[src/rtl/lcd_line_writer.sv]
// HD44780 single-line writer: power-on wait, 8-bit init, then one 20-character frame per refresh.
// Optional macro LCD_ASCII_CONV_EN maps snapshot bytes 0x00-0x09 to ASCII '0'-'9'.

module lcd_char_conv (
    input  logic [7:0] raw,
    output logic [7:0] txt
);
`ifdef LCD_ASCII_CONV_EN
    assign txt = (raw <= 8'h09) ? (raw + 8'h30) : raw;
`else
    assign txt = raw;
`endif
endmodule

module lcd_line_writer #(
    parameter int E_PULSE_CYC      = 25,
    parameter int CMD_WAIT_CYC     = 2500,
    parameter int CLR_WAIT_CYC     = 100000,
    parameter int POWERON_WAIT_CYC = 2000000
) (
    input  logic         clk,
    input  logic         rst,
    input  logic [159:0] lcd_data,
    input  logic         refresh,
    output logic         lcd_e,
    output logic         lcd_rs,
    output logic         lcd_rw,
    output logic [7:0]   lcd_db,
    output logic         init_done,
    output logic         busy,
    output logic         frame_done
);
    localparam int          NUM_COLS = 20;
    localparam logic [4:0]  LAST_COL = 5'(NUM_COLS - 1);
    localparam logic [31:0] PWR_LAST = 32'(POWERON_WAIT_CYC - 1);
    localparam logic [31:0] E_LAST   = 32'(E_PULSE_CYC - 1);
    localparam logic [31:0] CMD_LAST = 32'(CMD_WAIT_CYC - 1);
    localparam logic [31:0] CLR_LAST = 32'(CLR_WAIT_CYC - 1);

    typedef enum logic [1:0] {PWR_WAIT, INIT, IDLE, FRAME} state_t;
    typedef enum logic [1:0] {PH_SETUP, PH_PULSE, PH_WAIT} phase_t;

    state_t                     state;
    phase_t                     phase;
    logic [31:0]                cnt;
    logic [1:0]                 init_idx;
    logic [4:0]                 col;
    logic                       data_phase;
    logic [NUM_COLS-1:0][7:0]   snap;
    logic [NUM_COLS-1:0][7:0]   chars;
    logic [31:0]                wait_last;

    // snap[19] holds column 0 (lcd_data[159:152])
    for (genvar c = 0; c < NUM_COLS; c++) begin : g_conv
        lcd_char_conv u_conv (.raw(snap[c]), .txt(chars[c]));
    end

    assign lcd_rw    = 1'b0;
    assign wait_last = (!lcd_rs && lcd_db == 8'h01) ? CLR_LAST : CMD_LAST;

    function automatic logic [7:0] init_cmd(input logic [1:0] idx);
        case (idx)
            2'd0:    init_cmd = 8'h38;
            2'd1:    init_cmd = 8'h0C;
            2'd2:    init_cmd = 8'h06;
            default: init_cmd = 8'h01;
        endcase
    endfunction

    always_ff @(posedge clk) begin
        frame_done <= 1'b0;
        if (rst) begin
            state      <= PWR_WAIT;
            phase      <= PH_SETUP;
            cnt        <= '0;
            init_idx   <= '0;
            col        <= '0;
            data_phase <= 1'b0;
            lcd_e      <= 1'b0;
            lcd_rs     <= 1'b0;
            lcd_db     <= 8'h00;
            init_done  <= 1'b0;
            busy       <= 1'b1;
            snap       <= '0;
        end else begin
            case (state)
                PWR_WAIT: begin
                    if (cnt == PWR_LAST) begin
                        cnt      <= '0;
                        state    <= INIT;
                        phase    <= PH_SETUP;
                        init_idx <= '0;
                        lcd_rs   <= 1'b0;
                        lcd_db   <= init_cmd(2'd0);
                    end else begin
                        cnt <= cnt + 32'd1;
                    end
                end
                INIT, FRAME: begin
                    case (phase)
                        PH_SETUP: begin
                            lcd_e <= 1'b1;
                            cnt   <= '0;
                            phase <= PH_PULSE;
                        end
                        PH_PULSE: begin
                            if (cnt == E_LAST) begin
                                lcd_e <= 1'b0;
                                cnt   <= '0;
                                phase <= PH_WAIT;
                            end else begin
                                cnt <= cnt + 32'd1;
                            end
                        end
                        PH_WAIT: begin
                            if (cnt != wait_last) begin
                                cnt <= cnt + 32'd1;
                            end else begin
                                // byte finished: load the next one (its setup cycle) or leave
                                cnt   <= '0;
                                phase <= PH_SETUP;
                                if (state == INIT) begin
                                    if (init_idx == 2'd3) begin
                                        init_done <= 1'b1;
                                        busy      <= 1'b0;
                                        state     <= IDLE;
                                    end else begin
                                        init_idx <= init_idx + 2'd1;
                                        lcd_db   <= init_cmd(init_idx + 2'd1);
                                    end
                                end else if (!data_phase) begin
                                    data_phase <= 1'b1;
                                    lcd_rs     <= 1'b1;
                                    lcd_db     <= chars[LAST_COL];
                                end else if (col == LAST_COL) begin
                                    frame_done <= 1'b1;
                                    busy       <= 1'b0;
                                    state      <= IDLE;
                                end else begin
                                    col    <= col + 5'd1;
                                    lcd_db <= chars[LAST_COL - col - 5'd1];
                                end
                            end
                        end
                        default: phase <= PH_SETUP;
                    endcase
                end
                IDLE: begin
                    if (refresh) begin
                        snap       <= lcd_data;
                        state      <= FRAME;
                        busy       <= 1'b1;
                        phase      <= PH_SETUP;
                        col        <= '0;
                        data_phase <= 1'b0;
                        lcd_rs     <= 1'b0;
                        lcd_db     <= 8'h80;
                    end
                end
                default: state <= PWR_WAIT;
            endcase
        end
    end
endmodule

[config.mk]
export PLATFORM = sky130hd
export DESIGN_NAME = lcd_line_writer
export DESIGN_NICKNAME = d
export VERILOG_FILES = /design/src/rtl/lcd_line_writer.sv
export SDC_FILE = /design/constraint.sdc
export NUM_CORES = 1
export LEC_CHECK = 0
export CAP_MARGIN = 20
export CORE_ASPECT_RATIO = 0.75
export CORE_MARGIN = 2
export CORE_UTILIZATION = 50
export CTS_CLUSTER_DIAMETER = 150
export DETAILED_ROUTE_END_ITERATION = 10
export PLACE_DENSITY = 0.84
export SYNTH_ARGS = -nofsm -noshare
export SYNTH_HDL_FRONTEND = slang
export SYNTH_SLANG_ARGS = --single-unit
[constraint.sdc]
create_clock -name clk -period 7 [get_ports clk]
set_input_delay 1.75 -clock clk [delete_from_list [all_inputs] [get_ports clk]]
set_output_delay 1.75 -clock clk [all_outputs]
set_load 0.05 [all_outputs]
==> impl_metrics.yaml <==
yosys:
  syn_inst: 1200
  yosysSeqAreaShare_pct: 42.8
  ys.flop_type: "dfxtp_1"
  netlist-cell-type-count: 73
  ys_top_cells_by_area: "dfxtp_1 (43%), nand2_1 (14%), a21oi_1 (8.8%), mux4_2 (7.3%), clkbuf_1 (2.2%)"
  avgSynthCellArea_um2: 8.46
  synth_edf_count: 0
  yosysTopAreaCell: "dfxtp_1"
  ys_ff_latch: 217
  syn_nets: 1373
  yosys_warnings: 0
  synthesis.area_mm2: 0.0102
  yosysTopAreaCellShare_pct: 42.8
  synthArstFlopShare_pct: 0
global_route:
  grt_first_pass_wirelength_um: 43400
  overflow: 0
  antenna_found_initial: 0
  grt_pass1_vias: 8739
  track_usage_pct: 24.8
  grt_max_degree: 119
worst_setup_path:
  crit_end: "snap[91]"
  reg2reg_depth: 7
  slowest_delay_ns: 0.75
  crit_type: "primary input to register"
  crit_required_ns: 7.42
  cp.depth: 5
  setup.worst_path.start: "refresh"
  timing.rr.start: "col[1]"
  rrSetupSlack_ns: 3.41
  endpoint_kind: "register"
  path_cells: "clkdlybuf4s50_1, nand2_4, buf_4, nand2_1, a21oi_1"
  path_buf_inv: 2
  crit_family: "buffers and inverters"
  crit_arrival_ns: 4.15
  r2r_end: "lcd_db[5]"
  crit_slowest_cell: "nand2_4"
  crit_fanout: 96
  start_kind: "primary input"
cells_and_area:
  final_common_cell: "nand2_1"
  layout_common_cells: "nand2_1 (365), dfxtp_1 (216), a21oi_1 (179), clkdlybuf4s50_1 (174), nor2_1 (54)"
  nets: 1493
  drive_gt1_share_pct: 7.80
  diodes: 0
  stdcell_area_mm2: 0.0126
  syn_to_final_growth_pct: 23.9
die:
  die_w_um: 169
  start_util_pct: 50.5
  coreArea_mm2: 0.0201
  row_count: 45
  die_h_um: 127
  die_area_mm2: 0.0215
  io_pins: 177
clocking:
  clock_latency_ns: 0.52
  clkSlewWorstSetupHoldPaths_ns: 0.06
  clock-sinks: 217
  cts_root_buf: "clkbuf_16"
  postCtsSetupBuffers: 0
  cts.repair.resized: 0
  cts_buffers: 22
  htree_levels: 1
  cts_hold_buf: 0
  cts_buffer_depth: 3
  cts_tree: "yes"
routing:
  drt_pre_antenna_iters: 5
  vias: 9053
  vias_per_cell: 5.69
  drt-wirelength-per-cell_um: 16.8
  drc_errors: 0
  drtIter0Drc: 863
  wl_um: 26700
  drtAntennaViolNets: 0
placed_design:
  routabilityCongestion: 0.895
  port_buffers: 175
  placed_area_mm2: 0.0119
  post-dp-hpwl_um: 18400
timing:
  worstMarginPinSlew_ns: 1.03
  rsz0062_at_grt: "false"
  maxSlewHeadroom_pct: 31.2
  fmaxAchievable_ghz: 0.268
  setup_viol: 0
  period_needed_ns: 3.73
  skew_ns: 0.00954
  fin_crit_sh_pct: 53.3
  hold_viol_final: 0
  finalSetupTns_ns: 0
  slew_violations: 0
pwr:
  vdd_drop_max_mv: 0.118
  power.density_mw_per_mm2: 196
  p_leak_nw: 4.09
status:
  status: "completed"
flow_run:
  maxCapViolCount: 0
worst_hold_path:
  hold_path_class: "register to register"
==> state kept, by name (all words and copies together) (netlist names) <==
signal and count:
lcd_rs 1, init_idx 2, lcd_e 1, cnt 32
busy 1, col 5, lcd_db 8, frame_done 1
data_phase 1, phase 2, state 2, init_done 1
snap 160
==> worst min-delay path, cell delays in order, from the launching register on <==
cell	delay, ns
dfxtp_1	0.31
nand2_1	0.05
a21oi_1	0.05
==> synthesized netlist by cell type (all sizes together), types with 4 or more instances <==
library cell	number
a211oi	4
a21oi	179
a221oi	4
a31oi	7
and2	4
and3	5
buf	27
clkbuf	60
dfxtp	217
ha	10
inv	13
mux2i	15
mux4	41
nand2	366
nand3	23
nand4	26
nor2	55
nor2b	8
nor3	12
nor4	10
nor4b	4
o211ai	4
o21ai	10
o22ai	5
o31ai	4
o41ai	4
or2	4
or3	5
xnor2	9
xor2	26
==> how the worst min path moves through the flow <==
stage / from / cells after the start / endpoint
finish: snap[26] / 2 / snap[26]
global route: snap[138] / 2 / snap[138]
CTS: snap[26] / 2 / snap[26]
detailed placement: snap[18] / 2 / snap[18]
global placement: snap[8] / 2 / snap[8]
floorplan: snap[0] / 2 / snap[0]
==> layer usage <==
layer / track usage (%) / part of all wire, %
met5: 0 / 0
met3: 4.24 / 9.0
met1: 35.3 / 44
met4: 6.03 / 2.1
met2: 39.7 / 45
==> area by class of cell <==
class                           count  area (µm²)
Clock inverter                      7        50.0
Inverter                           13        48.8
Clock buffer                       30         611
Multi-Input combinational cell    883        5360
Sequential cell                   217        4350
Tap cell                          258         323
Timing Repair Buffer              183        1840
Fill cell                        1648        7520
==> kinds of logic (layout without fill, tap and decap cells) <==
logic type | after synthesis | after routing | share of synthesized area [%]
DFF | 217 | 217 | 42.8
buffers and inverters | 100 | 233 | 4.50
and+or+nand+nor | 546 | 546 | 24.3
AOI/OAI and AO/OA | 233 | 233 | 12.9
adders and majority gates | 10 | 10 | 1.23
xor gates and xnor gates | 35 | 35 | 3.17
other | 1 | 1 | 0.0369
muxes | 58 | 58 | 11.1
==> report_power, final <==
part	switching, mW	leakage [nW]	internal (mW)
Sequential	0.00300	1.75	1.24
Clock	0.480	0.330	0.612
Combinational	0.0479	2.02	0.0862
Total	0.531	4.09	1.93
==> per-stage QoR <==
stage | utilization (%) | instances | hold WS [ns] | worst slack [ns] | total power [mW]
final | 62.6 | 1591 | 0.452 | 3.27 | 2.47
after global routing | 62.6 | 1591 | 0.475 | 3.11 | 2.53
after CTS | 62.3 | 1588 | 0.453 | 3.20 | 2.48
after detailed placement | 59.1 | 1551 | 0.443 | 2.71 | 1.40
after global placement | 59.1 | 1551 | 0.437 | 2.78 | 1.40
after floorplan | - | 1200 | 0.432 | 4.22 | 1.30
Power figures use the tool's default switching activity.
